File: config.mk
export PLATFORM = sky130hd
export DESIGN_NAME = reg_write_arbiter_flat
export DESIGN_NICKNAME = d
export VERILOG_FILES = /design/src/rtl/reg_write_arbiter_if.sv /design/src/rtl/reg_write_arbiter.sv /design/src/flat_wrapper.sv
export SDC_FILE = /design/constraint.sdc
export NUM_CORES = 1
export LEC_CHECK = 0
export ABC_CLOCK_PERIOD_IN_PS = 3110
export CAP_MARGIN = 20
export CORE_AREA = 5 5 42 44
export CTS_BUF_LIST = sky130_fd_sc_hd__clkbuf_8
export DETAILED_ROUTE_END_ITERATION = 10
export DIE_AREA = 0 0 47 49
export HOLD_SLACK_MARGIN = 0.06
export PLACE_DENSITY = 0.86
export SETUP_SLACK_MARGIN = 0.1
export SLEW_MARGIN = 20
export SYNTH_ARGS = -nofsm -noshare
export SYNTH_HDL_FRONTEND = slang
export SYNTH_SLANG_ARGS = --single-unit
File: constraint.sdc
create_clock -name clk -period 3.11 [get_ports clk]
set_clock_uncertainty 0.1 [all_clocks]
set_input_delay 0.933 -clock clk [delete_from_list [all_inputs] [get_ports clk]]
set_output_delay 0.933 -clock clk [all_outputs]
set_load 0.02 [all_outputs]
File: src/rtl/reg_write_arbiter_if.sv
// Write-request and register-bank signals between requesters and reg_write_arbiter.
// master = requester side, slave = arbiter side.
interface reg_write_arbiter_if #(
    parameter int NUM_REQ  = 2,
    parameter int NUM_REGS = 4,
    parameter int DATA_W   = 4,
    parameter int ADDR_W   = 2
);
    logic                      en;
    logic [NUM_REQ-1:0]        req_valid;
    logic [NUM_REQ*ADDR_W-1:0] req_addr;
    logic [NUM_REQ*DATA_W-1:0] req_data;
    logic [NUM_REQ-1:0]        req_ready;
    logic [NUM_REGS-1:0]       reg_we;
    logic [DATA_W-1:0]         reg_d;
    logic                      busy;

    modport master (
        output en, req_valid, req_addr, req_data,
        input  req_ready, reg_we, reg_d, busy
    );

    modport slave (
        input  en, req_valid, req_addr, req_data,
        output req_ready, reg_we, reg_d, busy
    );
endinterface

File: src/rtl/reg_write_arbiter.sv
// Round-robin write arbiter feeding a one-hot-enabled register bank through one commit stage.
// Optional saturating write counter on port wr_count when REG_ARB_WRCOUNT_EN is defined.
module reg_write_arbiter #(
    parameter int NUM_REQ  = 2,
    parameter int NUM_REGS = 4,
    parameter int DATA_W   = 4,
    parameter int ADDR_W   = 2
) (
    input  logic               clk,
    input  logic               rst,
    reg_write_arbiter_if.slave bus
`ifdef REG_ARB_WRCOUNT_EN
    ,
    output logic [7:0]         wr_count
`endif
);
    localparam int PTR_W = (NUM_REQ > 1) ? $clog2(NUM_REQ) : 1;

    logic [PTR_W-1:0]    rr_ptr_q;
    logic [PTR_W-1:0]    rr_ptr_d;
    logic [NUM_REQ-1:0]  grant;
    logic [PTR_W-1:0]    grant_idx;
    logic                accept;
    logic [ADDR_W-1:0]   addr_arr [NUM_REQ];
    logic [DATA_W-1:0]   data_arr [NUM_REQ];
    logic [NUM_REGS-1:0] we_d;
    logic [NUM_REGS-1:0] we_q;
    logic [DATA_W-1:0]   d_d;
    logic [DATA_W-1:0]   d_q;
    logic [NUM_REGS-1:0] we_out;
    logic                busy_out;

    generate
        for (genvar gi = 0; gi < NUM_REQ; gi++) begin : g_unpack
            assign addr_arr[gi] = bus.req_addr[gi*ADDR_W +: ADDR_W];
            assign data_arr[gi] = bus.req_data[gi*DATA_W +: DATA_W];
        end
    endgenerate

    // Scan from rr_ptr upward with wrap; the first valid requester wins.
    always_comb begin
        int  idx;
        logic found;
        grant     = '0;
        grant_idx = '0;
        found     = 1'b0;
        idx       = 0;
        for (int k = 0; k < NUM_REQ; k++) begin
            idx = int'(rr_ptr_q) + k;
            if (idx >= NUM_REQ) begin
                idx = idx - NUM_REQ;
            end
            if (!found && bus.req_valid[idx]) begin
                grant[idx] = 1'b1;
                grant_idx  = PTR_W'(idx);
                found      = 1'b1;
            end
        end
        if (!bus.en || rst) begin
            grant = '0;
        end
    end

    assign accept = |grant;

    always_comb begin
        we_d                      = '0;
        we_d[addr_arr[grant_idx]] = 1'b1;
        d_d                       = data_arr[grant_idx];
        if (grant_idx == PTR_W'(NUM_REQ - 1)) begin
            rr_ptr_d = '0;
        end else begin
            rr_ptr_d = grant_idx + PTR_W'(1);
        end
    end

    always_ff @(posedge clk) begin
        if (rst) begin
            we_q     <= '0;
            d_q      <= '0;
            rr_ptr_q <= '0;
        end else if (accept) begin
            we_q     <= we_d;
            d_q      <= d_d;
            rr_ptr_q <= rr_ptr_d;
        end else begin
            we_q     <= '0;
        end
    end

    // A commit still in the stage while rst is high is dropped rather than pulsed to the bank.
    assign we_out        = rst ? '0 : we_q;
    assign busy_out      = |we_out;
    assign bus.req_ready = grant;
    assign bus.reg_we    = we_out;
    assign bus.reg_d     = d_q;
    assign bus.busy      = busy_out;

`ifdef REG_ARB_WRCOUNT_EN
    logic [7:0] wr_count_q;

    always_ff @(posedge clk) begin
        if (rst) begin
            wr_count_q <= '0;
        end else if (busy_out && (wr_count_q != 8'hFF)) begin
            wr_count_q <= wr_count_q + 8'd1;
        end
    end

    assign wr_count = wr_count_q;
`endif
endmodule

File: src/flat_wrapper.sv
// flat-port wrapper written by rule: the top's interface ports become plain ports
module reg_write_arbiter_flat 
#(
    parameter int NUM_REQ  = 2,
    parameter int NUM_REGS = 4,
    parameter int DATA_W   = 4,
    parameter int ADDR_W   = 2
)
  (clk, rst, bus_en, bus_req_valid, bus_req_addr, bus_req_data, bus_req_ready, bus_reg_we, bus_reg_d, bus_busy);
  reg_write_arbiter_if #(.NUM_REQ(NUM_REQ), .NUM_REGS(NUM_REGS), .DATA_W(DATA_W), .ADDR_W(ADDR_W)) bus_i ();
  input  logic clk;
  input  logic rst;
  input wire logic [$bits(bus_i.en)-1:0] bus_en;
  input wire logic [$bits(bus_i.req_valid)-1:0] bus_req_valid;
  input wire logic [$bits(bus_i.req_addr)-1:0] bus_req_addr;
  input wire logic [$bits(bus_i.req_data)-1:0] bus_req_data;
  output wire logic [$bits(bus_i.req_ready)-1:0] bus_req_ready;
  output wire logic [$bits(bus_i.reg_we)-1:0] bus_reg_we;
  output wire logic [$bits(bus_i.reg_d)-1:0] bus_reg_d;
  output wire logic [$bits(bus_i.busy)-1:0] bus_busy;
  assign bus_i.en = bus_en;
  assign bus_i.req_valid = bus_req_valid;
  assign bus_i.req_addr = bus_req_addr;
  assign bus_i.req_data = bus_req_data;
  assign bus_req_ready = bus_i.req_ready;
  assign bus_reg_we = bus_i.reg_we;
  assign bus_reg_d = bus_i.reg_d;
  assign bus_busy = bus_i.busy;
  reg_write_arbiter #(.NUM_REQ(NUM_REQ), .NUM_REGS(NUM_REGS), .DATA_W(DATA_W), .ADDR_W(ADDR_W)) u_core (.clk(clk), .rst(rst), .bus(bus_i));
endmodule
==> results.yml <==
clock_tree:
  postCtsHoldBufs: 0
  htreeDepth: 1
  clock_path_buffers: 2
  clk_pin_slew_ps: 40
  clock-sinks: 9
  cts_root_buf: "clkbuf_8"
  post-cts-setup-buffer-count: 0
  numCtsBuffers: 3
  cts_tree: "yes"
  ctsResizeCount: 18
  clk_latency_ps: 230
pwr:
  powerDensity_nw_per_um2: 390
  total_power_mw: 0.343
  vdd_ir_drop_max_mv: 0.267
  power.leakage_nw: 0.374
yosys:
  synth_edf_count: 0
  synth_cell_types: 24
  ys_seq_area_share_pct: 34.2
  synthesis.nets: 78
  synth_area_um2: 527
  synth_cells: 61
  synthArstFlopShare_pct: 0
  ys_seq_elements: 9
  yosys_warnings: 0
  avgSynthCellArea_um2: 8.64
  synth_ff_type: "dfxtp_1"
place:
  hpwl_um: 1230
  gp_congestion: 0.786
  port-buffer-count: 27
  post_dp_cell_area_um2: 836
worst_setup_path:
  critPathLaunch: "rst"
  endpoint_kind: "primary output"
  worst-path-max-fanout: 5
  crit_required_ps: 2080
  startpoint_type: "primary input"
  worstSetupPathType: "in -> out"
  rr_startpoint: "u_core.rr_ptr_q$_SDFFE_PP0P_"
  cp_data_arrival_time_ps: 1930
cells_and_area:
  num_antenna_cells: 0
  final_common_cell: "clkdlybuf4s50_1"
  multiInputGateArea_um2: 313
  fill_cells: 126
  mostFrequentLayoutCells: "clkdlybuf4s50_1, a21oi_1, dfxtp_1"
  stdcell_area_um2: 880
  regArea_um2: 180
  fin_nets: 112
  drive_gt1_share_pct: 23.4
  area_growth_pct: 67.0
detailed_routing:
  ant_nets: 0
  drc_errors: 0
  drtPass1Iterations: 4
  routedWlPerCell_um: 14.2
  viasPerCell: 5.45
  drtIter0Drc: 12
  vias: 600
  totalWireLength_um: 1560
die:
  coreArea_um2: 1400
  fp.dieH_um: 49
  ioPinCount: 28
  dieWidth_um: 47
  start_util_pct: 37.6
  fp.dieArea_um2: 2300
  placementRows: 14
flow_run:
  drv_cap: 0
outcome:
  status: "finished clean"
grt:
  grt_usage_pct: 14.3
  grt_pass1_vias: 545
  antenna_found_initial: 0
  grt_max_degree: 12
  grt-ovfl-total: 0
  grt_pass1_wl_um: 2360
timing:
  slew_headroom_pct: 81.0
  finalSetupViolCount: 0
  max_clock_freq_mhz: 338
  rsz0062_at_grt: "no"
  worstMarginPinSlew_ps: 284
  slew_viol_final: 0
  hold_viol_final: 0
  min_period_ps: 2960
  finalSetupTns_ps: 0
  finalCritPeriodShare_pct: 95.2
worst_hold_path:
  hold_class: "reg -> reg"
  worstHoldStart: "u_core.bus.reg_d[3]$_SDFFE_PP0P_"
==> cell usage after synthesis, types with 2 or more instances <==
master / n / area (um2)
a21oi_1: 10 / 50.1
dfxtp_1: 9 / 180
nor2b_1: 5 / 31.3
o21ai_0: 5 / 25.0
a311oi_2: 4 / 60.1
nand3_1: 4 / 20.0
buf_2: 3 / 15.0
nand2_1: 2 / 7.51
nand4b_1: 2 / 17.5
o211ai_1: 2 / 15.0
or4_1: 2 / 15.0
==> metal layers <==
metal / global-route usage, % / part of all wire (%)
met1: 17.4 / 40
met2: 21.5 / 51
met3: 1.48 / 6.0
met4: 11.5 / 3.3
met5: 0 / 0
==> cell families after synthesis <==
logic type / share of synthesized area (%)
flops: 34.2
simple gates: 26.1
buf+inv: 7.84
compound gates: 31.8
==> metrics by stage <==
stage | utilization (%) | hold WS, ps | worst slack, ps | std cells
finish | 62.8 | 450 | 149 | 110
global route | 62.8 | 472 | 114 | 110
CTS | 62.7 | 452 | 18.8 | 110
detailed placement | 59.6 | 445 | -569 | 106
global placement | 59.6 | 426 | -514 | 106
floorplan | - | 404 | 226 | 61
==> path summary, 6_finish.rpt <==
path / end / slack [ps] / cells after the start
worst max register to register: u_core.we_q[2]$_SDFF_PP0_ / 1840 / 4
worst min-delay path: u_core.bus.reg_d[3]$_SDFFE_PP0P_ / 450 / 2
worst min register to register: u_core.bus.reg_d[3]$_SDFFE_PP0P_ / 450 / 2
worst max-delay path: bus_reg_we[0] / 150 / 3
==> state kept, by name, summed over array words and instances (netlist names) <==
name and cells:
u_core.rr_ptr_q 1, u_core.we_q 4, u_core.bus.reg_d 4
==> area by class of cell <==
class	instances	area share (%)
Timing Repair Buffer	34	35.7
Multi-Input combinational cell	45	35.6
Sequential cell	9	20.5
Clock buffer	3	4.69
Tap cell	16	2.28
Inverter	2	0.853
Clock inverter	1	0.427
==> power breakdown <==
part | leakage [nW] | total, mW | switching [mW] | internal [mW]
Clock | 0.0269 | 0.134 | 0.0481 | 0.0861
Sequential | 0.0736 | 0.125 | 0.00315 | 0.121
Combinational | 0.273 | 0.0840 | 0.0395 | 0.0445
==> worst max-delay path, cell delays in order <==
cell,delay (ps)
clkdlybuf4s15_2,220
nor2b_1,150
clkdlybuf4s50_1,620
(Power assumes the default switching activity.)
